### src/rtl/hazard_stall_ctrl.sv
// Hazard / stall / flush controller for the LC-3b 5-stage pipeline.
// It covers load-use stalls, imem/dmem wait freezes, and taken-branch flushes.
// It also drains the stale fetch left outstanding by a flush.
// Two saturating performance counters track stall cycles and flushes.
module hazard_stall_ctrl #(
    parameter int CNT_WIDTH = 16
) (
    input  logic                 clk,
    input  logic                 reset_n,
    input  logic [3:0]           ID_EX_opcode,    // lc3b_opcode
    input  logic                 ID_EX_regwrite,
    input  logic [2:0]           ID_EX_dest,      // lc3b_reg
    input  logic [2:0]           IF_ID_sr1,       // lc3b_reg
    input  logic [2:0]           IF_ID_sr2,       // lc3b_reg
    input  logic                 IF_ID_uses_sr1,
    input  logic                 IF_ID_uses_sr2,
    input  logic                 EX_MEM_mem_access,
    input  logic                 dmem_resp,
    input  logic                 imem_resp,
    input  logic                 EX_MEM_br_taken,
    input  logic                 perf_clr,
    output logic                 freeze_all,
    output logic                 pc_stall,
    output logic                 if_id_stall,
    output logic                 if_id_bubble,
    output logic                 id_ex_bubble,
    output logic                 flush_ex,
    output logic [CNT_WIDTH-1:0] stall_cycles,
    output logic [CNT_WIDTH-1:0] flush_count
);

    localparam logic [3:0] OP_LDB = 4'b0010;
    localparam logic [3:0] OP_LDR = 4'b0110;
    localparam logic [3:0] OP_LDI = 4'b1010;
    localparam logic [CNT_WIDTH-1:0] CNT_ONE = {{(CNT_WIDTH-1){1'b0}}, 1'b1};

    // DRAIN means a pre-flush fetch is still outstanding and its response must be dropped.
    typedef enum logic {RUN, DRAIN} state_e;

    state_e               state_q, state_d;
    logic [CNT_WIDTH-1:0] stall_q, stall_d, flush_q, flush_d;
    logic                 load, luhaz, dwait, flush_evt;
    logic                 frz, pcs, ifs, ifb, idb, fex;

    assign load  = (ID_EX_opcode == OP_LDB) || (ID_EX_opcode == OP_LDR) ||
                   (ID_EX_opcode == OP_LDI);
    assign luhaz = load && ID_EX_regwrite &&
                   ((IF_ID_uses_sr1 && (ID_EX_dest == IF_ID_sr1)) ||
                    (IF_ID_uses_sr2 && (ID_EX_dest == IF_ID_sr2)));
    assign dwait = EX_MEM_mem_access && !dmem_resp;

    // Next-state and raw control outputs. A dmem wait masks every other event.
    always_comb begin
        state_d   = state_q;
        frz       = 1'b0;
        pcs       = 1'b0;
        ifs       = 1'b0;
        ifb       = 1'b0;
        idb       = 1'b0;
        fex       = 1'b0;
        flush_evt = 1'b0;
        case (state_q)
            RUN: begin
                if (dwait) begin
                    frz = 1'b1;
                    pcs = 1'b1;
                end else if (EX_MEM_br_taken) begin
                    ifb       = 1'b1;
                    fex       = 1'b1;
                    flush_evt = 1'b1;
                    if (!imem_resp) state_d = DRAIN;
                end else if (luhaz) begin
                    // One cycle is enough: ID/EX holds the bubble next cycle.
                    pcs = 1'b1;
                    ifs = 1'b1;
                    idb = 1'b1;
                end else if (!imem_resp) begin
                    pcs = 1'b1;
                    ifb = 1'b1;
                end
            end
            DRAIN: begin
                // A branch cannot be in EX/MEM here, so br_taken is ignored.
                if (dwait) begin
                    frz = 1'b1;
                    pcs = 1'b1;
                end else begin
                    pcs = 1'b1;
                    ifb = 1'b1;
                    if (imem_resp) state_d = RUN;
                end
            end
            default: state_d = RUN;
        endcase
    end

    // Saturating counters. A clear takes precedence over an increment.
    always_comb begin
        stall_d = stall_q;
        flush_d = flush_q;
        if (perf_clr) begin
            stall_d = '0;
            flush_d = '0;
        end else begin
            if ((frz || pcs) && (stall_q != '1)) stall_d = stall_q + CNT_ONE;
            if (flush_evt && (flush_q != '1))    flush_d = flush_q + CNT_ONE;
        end
    end

    // State and counter registers.
    always_ff @(posedge clk or negedge reset_n) begin
        if (!reset_n) begin
            state_q <= RUN;
            stall_q <= '0;
            flush_q <= '0;
        end else begin
            state_q <= state_d;
            stall_q <= stall_d;
            flush_q <= flush_d;
        end
    end

    // Controls are forced low while reset is held, even if inputs are active.
    assign freeze_all   = reset_n && frz;
    assign pc_stall     = reset_n && pcs;
    assign if_id_stall  = reset_n && ifs;
    assign if_id_bubble = reset_n && ifb;
    assign id_ex_bubble = reset_n && idb;
    assign flush_ex     = reset_n && fex;
    assign stall_cycles = stall_q;
    assign flush_count  = flush_q;

endmodule

### config.mk
export PLATFORM = sky130hd
export DESIGN_NAME = hazard_stall_ctrl
export DESIGN_NICKNAME = d
export VERILOG_FILES = /design/src/rtl/hazard_stall_ctrl.sv
export SDC_FILE = /design/constraint.sdc
export NUM_CORES = 1
export LEC_CHECK = 0
export ABC_AREA = 1
export BUFFER_PORTS_ARGS = -buffer_cell sky130_fd_sc_hd__buf_2
export CAP_MARGIN = 20
export CORE_MARGIN = 1
export CORE_UTILIZATION = 53
export CTS_BUF_LIST = sky130_fd_sc_hd__clkbuf_4 sky130_fd_sc_hd__clkbuf_8 sky130_fd_sc_hd__clkbuf_16
export DETAILED_ROUTE_END_ITERATION = 16
export PLACE_DENSITY_LB_ADDON = 0.08
export SLEW_MARGIN = 10
export SYNTH_ARGS = -nofsm -noshare
export SYNTH_HDL_FRONTEND = slang
export SYNTH_SLANG_ARGS = --single-unit
### constraint.sdc
create_clock -name clk -period 1.75 [get_ports clk]
set_input_delay 0.2625 -clock clk [delete_from_list [all_inputs] [get_ports clk]]
set_output_delay 0.2625 -clock clk [all_outputs]
set_load 0.005 [all_outputs]
# [Word level (Yosys, flattened, before mapping)]
# Cells that the tools add are included.
[totals] register_bits=33 output_inout_bits=38 elab_cells=58
[classes] addsub=2 n_eq_ne=7 n_mux=26 bitwise_logic=1 reduce_logical=19
[op_table] op="$mux 16" n=4
[op_table] op="$add 16x1->16 const B" n=2
[op_table] op="$ne 16x16->1 const B" n=2
[op_table] op="$mux 1" n=19
[op_table] op="$logic_and 1x1->1" n=12
[op_table] op="$eq 3x3->1" n=2
[op_table] op="$pmux 1 s2" n=3
[op_table] op="$eq 4x2->1 const B" n=1
[op_table] op="$eq 4x3->1 const B" n=1
[op_table] op="$eq 4x4->1 const B" n=1
[op_table] op="$logic_or 1x1->1" n=4
[op_table] op="$reduce_bool 2->1" n=2
[op_table] op="$logic_not 1->1" n=1
[op_table] op="$not 1->1" n=1

# [Logic depth before layout (Yosys ltp)]
[logic_depth] depth_word=13 mapped_depth=13 depth_no_buf=12

# [Least setup slack after synthesis]
# Ideal clock, no wire load.
[synth_path] kind="reg2reg" from="register flush_q[0], in the netlist flush_count[0]" to="register flush_q[13], in the netlist flush_count[13]" t_arrival_ps=1474 required_time_ps=1633 setup_slack_ps=159 stages_incl_launch_ff=10 path_buffers=1 synth_period_minus_slack_ps=1591 cell_sequence="dfrtp_1 -> ha_1 -> nand3_2 -> nor3_4 -> nand3_2 -> nand2_4 -> nand2_4 -> buf_6 -> nand2_1 -> o21ai_2"
[synth_between] elab_chain_len=3
[synth_lines] item="from (decl)" line_no="41" source="logic [CNT_WIDTH-1:0] stall_q, stall_d, flush_q, flush_d;"
[synth_lines] item="from (signal assigned)" line_no="119" source="flush_q <= flush_d;"
[synth_lines] item="$add 16x1->16 or $ne 16x16->1 (tied branches)" line_no="106" source="if (flush_evt && (flush_q != '1)) flush_d = flush_q + CNT_ONE;"
[synth_lines] item="$mux 16 or $logic_and 1x1->1 (tied branches)" line_no="106"
[synth_lines] item="$mux 16 or $reduce_bool 2->1 (tied branches)"
# Parallel ways exist; a longest one is shown, timed or not. The select of a mux whose other input is x is not followed.
# A chain may end at the register's enable or synchronous reset.

# [Worst setup path in the final report]
[layout_path] from="register flush_q[0], in the netlist flush_count[0]" to="register flush_q[0], in the netlist flush_count[0]"
# Same word-level chain as after synthesis.

==> metrics.md <==
| Metric | Value |
|---|---|
| Final worst path period share | `0.9587` |
| RSZ-0062 raised after global routing | `yes` |
| Switching Share | `0.2613` |
| Min-delay worst type | `primary input to flop` |
| Status | `complete, no violations` |
| Worst endpoint data arrival time | `1.84 ns` |
| Synth Register Bits | `33` |
| Clk_lat worst skew | `0.29 ns` |
| Clock skew | `0.003685 ns` |
| CTS clk-pin slew, worst paths | `0.07 ns` |
| Register area | `825.8 um2` |
| Largest net degree at the start of global routing | `24` |
| DRC | `0` |
| CTS Buf Count | `5` |
| Clk network pwr share | `0.409` |
| I/O Pins | `61` |
| Xor/xnor cell area share of the yosys netlist | `0.07774` |
| Post-synthesis sequential area ratio | `0.3490` |
| Main flop type after synthesis | `dfrtp_1` |
| Largest delay share family, worst path | `simple AND/OR/NAND/NOR gates` |
| Compound-cell area share of the yosys netlist | `0.05711` |
| Die ar. | `4736 um2` |
| Synth Cell Area | `2366 um2` |
| Multi-input logic area | `1376 um2` |
| Mux cell area share after synthesis | `0` |
| Initial antenna violation count | `0` |
| Final WS setup | `0.07228 ns` |
| Int Pwr | `0.001382 W` |
| Placer Congestion | `0.9239` |
| Slew of the pin with the lowest slew margin | `0.7124 ns` |
| Fmax | `596.0 MHz` |
| Area delta synth->final | `23.80%` |
| Worst-path maximum fanout | `5` |
| Met3 wire length | `473 um` |
| Setup violators final | `0` |
| Slowest cell on crit path | `dfrtp_1` |
| Syn Area/Cell | `7.021 um2` |
| DP HPWL | `4.199 mm` |
| Fraction of registers with async set/reset | `1.000` |
| ANT nets after route | `0` |
| Vias per inst | `5.249` |
| Syn_nets | `362` |
| YS warnings | `0` |
| Final cell count without fillers | `461` |
| Minimum clock period | `1.678 ns` |
| Crit start category | `flop` |
| Fill cells | `335` |
| Pre-antenna DRT Iters | `5` |
| Root Driver | `clkbuf_8` |
| IO buf count | `60` |
| Cells after Synth | `337` |
| CORE AREA | `4144 um2` |
| Post-synth EDFFs | `0` |
| First-pass GRT wire length | `9.798 mm` |
| Rows | `23` |
| Routed vias | `2420` |
| WL met1 | `2.812 mm` |
| First DRT Iteration DRCs | `168` |
| Data required time of the critical path | `1.92 ns` |
| Largest family of logic cells by synthesized area | `simple AND/OR/NAND/NOR gates` |
| Nets | `435` |
| Die Y-Extent | `68.82 um` |
| WP buf/inv | `1` |
| Simple-gate share of the synthesized area | `0.4188` |
| Initial Util | `0.5710` |
| Leak Pwr | `1.560 nW` |
| Clock Tree Buf Depth | `2` |
| Place WS | `0.07653 ns` |
| Cell repeated most along the worst path | `nand3_2` |
| WL met2 | `2.635 mm` |
| CTS tree | `done` |
| Crit Path Class | `flop to flop` |
| Final Hold Vio Count | `0` |
| Pwr per Cell Area | `638.6 nW/um2` |
| Share of cells above drive strength 1 | `0.2676` |
| Die width | `68.82 um` |
| Synth Area in Adders | `0.01058` |
| Cell Chain, Critical Path | `ha_2 -> nand3_2 -> nor3_4 -> nand3_2 -> nand2_4 -> buf_4 -> xor2_1 -> nor2_1` |
| Crit path largest cell delay | `0.38 ns` |
| Sequential Power Share | `0.430` |
| Gate power share | `0.162` |
| Core Util, Final | `0.7068` |
| Dpl cell area | `2715 um2` |
| Peak VDD IR | `0.3729 mV` |
| Relative slew margins | `0.5250` |
| Finished Cell Area | `2929 um2` |
| CP Capture Type | `flop` |
| Clock Sinks | `33` |
| Antenna cells | `0` |
| Max H-tree Level | `2` |
| Placed cell count | `446` |
| Vias in the first global route | `2106` |
| Total Power Consumption | `0.001871 W` |
| Grt total ovfl | `0` |
| Per-cell routed wire length | `13.01 um` |
| Drt total wl | `5.996 mm` |
| Max Cap Violations | `0` |
| Synth cell types | `31` |
| Fin. max-slew vios | `0` |
| Top layer in use | `met4` |
| Switching power | `0.0004887 W` |
| GR Util All Layers | `0.2810` |
==> kinds of logic after synthesis <==
family | Yosys count
simple gates | 217
buf+inv | 44
flops | 33
xor+xnor | 21
compound gates | 20
fa+ha+maj | 2
==> state kept, by name, indices dropped and copies added (netlist names) <==
register and flops:
flush_count 16, stall_cycles 16, state_q 1
==> cell usage after synthesis, types with 2 or more instances <==
library cell | n | area (um2)
nand2_1 | 95 | 356.6
nor2_1 | 57 | 214.0
dfrtp_1 | 33 | 825.8
nand3_1 | 33 | 165.2
inv_1 | 31 | 116.4
xor2_1 | 18 | 157.7
nor3_1 | 8 | 40.04
nand4_1 | 7 | 43.79
o21ai_2 | 7 | 61.31
o21ai_0 | 5 | 25.02
a21oi_1 | 4 | 20.02
inv_2 | 4 | 15.01
buf_6 | 3 | 33.78
clkbuf_1 | 3 | 11.26
nand2_2 | 3 | 18.77
nand2_4 | 3 | 33.78
xnor2_1 | 3 | 26.28
buf_4 | 2 | 15.01
ha_1 | 2 | 25.02
nand3_2 | 2 | 20.02
nand3b_1 | 2 | 15.01
nor3_4 | 2 | 32.53
nor3b_1 | 2 | 15.01
==> worst paths after layout <==
kind | from | to | slack [ns] | cells after the start
max in group asynchronous | reset_n | flush_count[9] | 0.42 | 4
setup reg to reg | flush_count[0] | flush_count[0] | 0.07 | 8
hold reg to reg | flush_count[7] | flush_count[7] | 0.54 | 1
hold / removal | imem_resp | state_q | 0.29 | 3
min in group asynchronous | reset_n | stall_cycles[8] | 0.51 | 3
setup / recovery | flush_count[0] | flush_count[0] | 0.07 | 8
==> stage by stage <==
step | setup TNS (ns) | hold slack, ns
2_1_floorplan | 0 | -0.03309
4_1_cts | 0 | 0.2798
3_5_place_dp | 0 | 0.2605
5_1_grt | -0.08301 | 0.3060
3_3_place_gp | 0 | 0.2572
6_report | 0 | 0.2929
==> layer usage <==
| metal | track usage | vias up |
|---|---|---|
| met5 | 0 | - |
| li1 | - | 1212 |
| met4 | 0.08929 | 0 |
| met2 | 0.4289 | 102 |
| met3 | 0.05099 | 6 |
| met1 | 0.4004 | 1100 |
==> timing repair <==
action,4_1_cts,5_1_grt
setup buffers,0,4
hold buffers,2,0
hold endpoints to repair,33,0
gates resized for setup,0,10
endpoints found under the setup margin,0,44
==> area by class of cell <==
type,count,area share
Multi-Input combinational cell,261,0.4699
Tap cell,50,0.02136
Timing Repair Buffer,74,0.1410
Clock buffer,7,0.03076
Clock inverter,1,0.01025
Inverter,35,0.04485
Sequential cell,33,0.2819
==> power by group through the flow <==
stage          Sequential (W)  Combinational [W]  Clock [W]
3_3_place_gp         0.000817           0.000261          0
3_5_place_dp         0.000820           0.000264          0
6_report             0.000804           0.000302   0.000765
4_1_cts              0.000805           0.000270   0.000780
2_1_floorplan        0.000822           0.000152          0
5_1_grt              0.000805           0.000342   0.000819
==> tightest hold or removal path: stages <==
cell,delay [ns]
buf_2,0.09
nand2_1,0.06
a21boi_0,0.13
==> placed cells by master, fill, tap and decap left out, drive strengths merged <==
| master | netlist | layout |
|---|---|---|
| a211oi | 1 | 1 |
| xor2 | 18 | 18 |
| nand3 | 36 | 36 |
| bufinv | 0 | 1 |
| xnor2 | 3 | 3 |
| dlygate4sd3 | 0 | 1 |
| nor3 | 10 | 10 |
| nand3b | 2 | 2 |
| nand4 | 8 | 8 |
| clkbuf | 4 | 7 |
| nor3b | 2 | 2 |
| a31oi | 1 | 1 |
| a21boi | 1 | 1 |
| inv | 35 | 35 |
| o21ai | 12 | 12 |
| nor2 | 58 | 58 |
| dlymetal6s4s | 0 | 1 |
| dfrtp | 33 | 33 |
| ha | 2 | 2 |
| a21oi | 4 | 4 |
| o31ai | 1 | 1 |
| buf | 5 | 72 |
| nand2 | 101 | 102 |
Note: power is estimated with default switching activity, not from simulation.
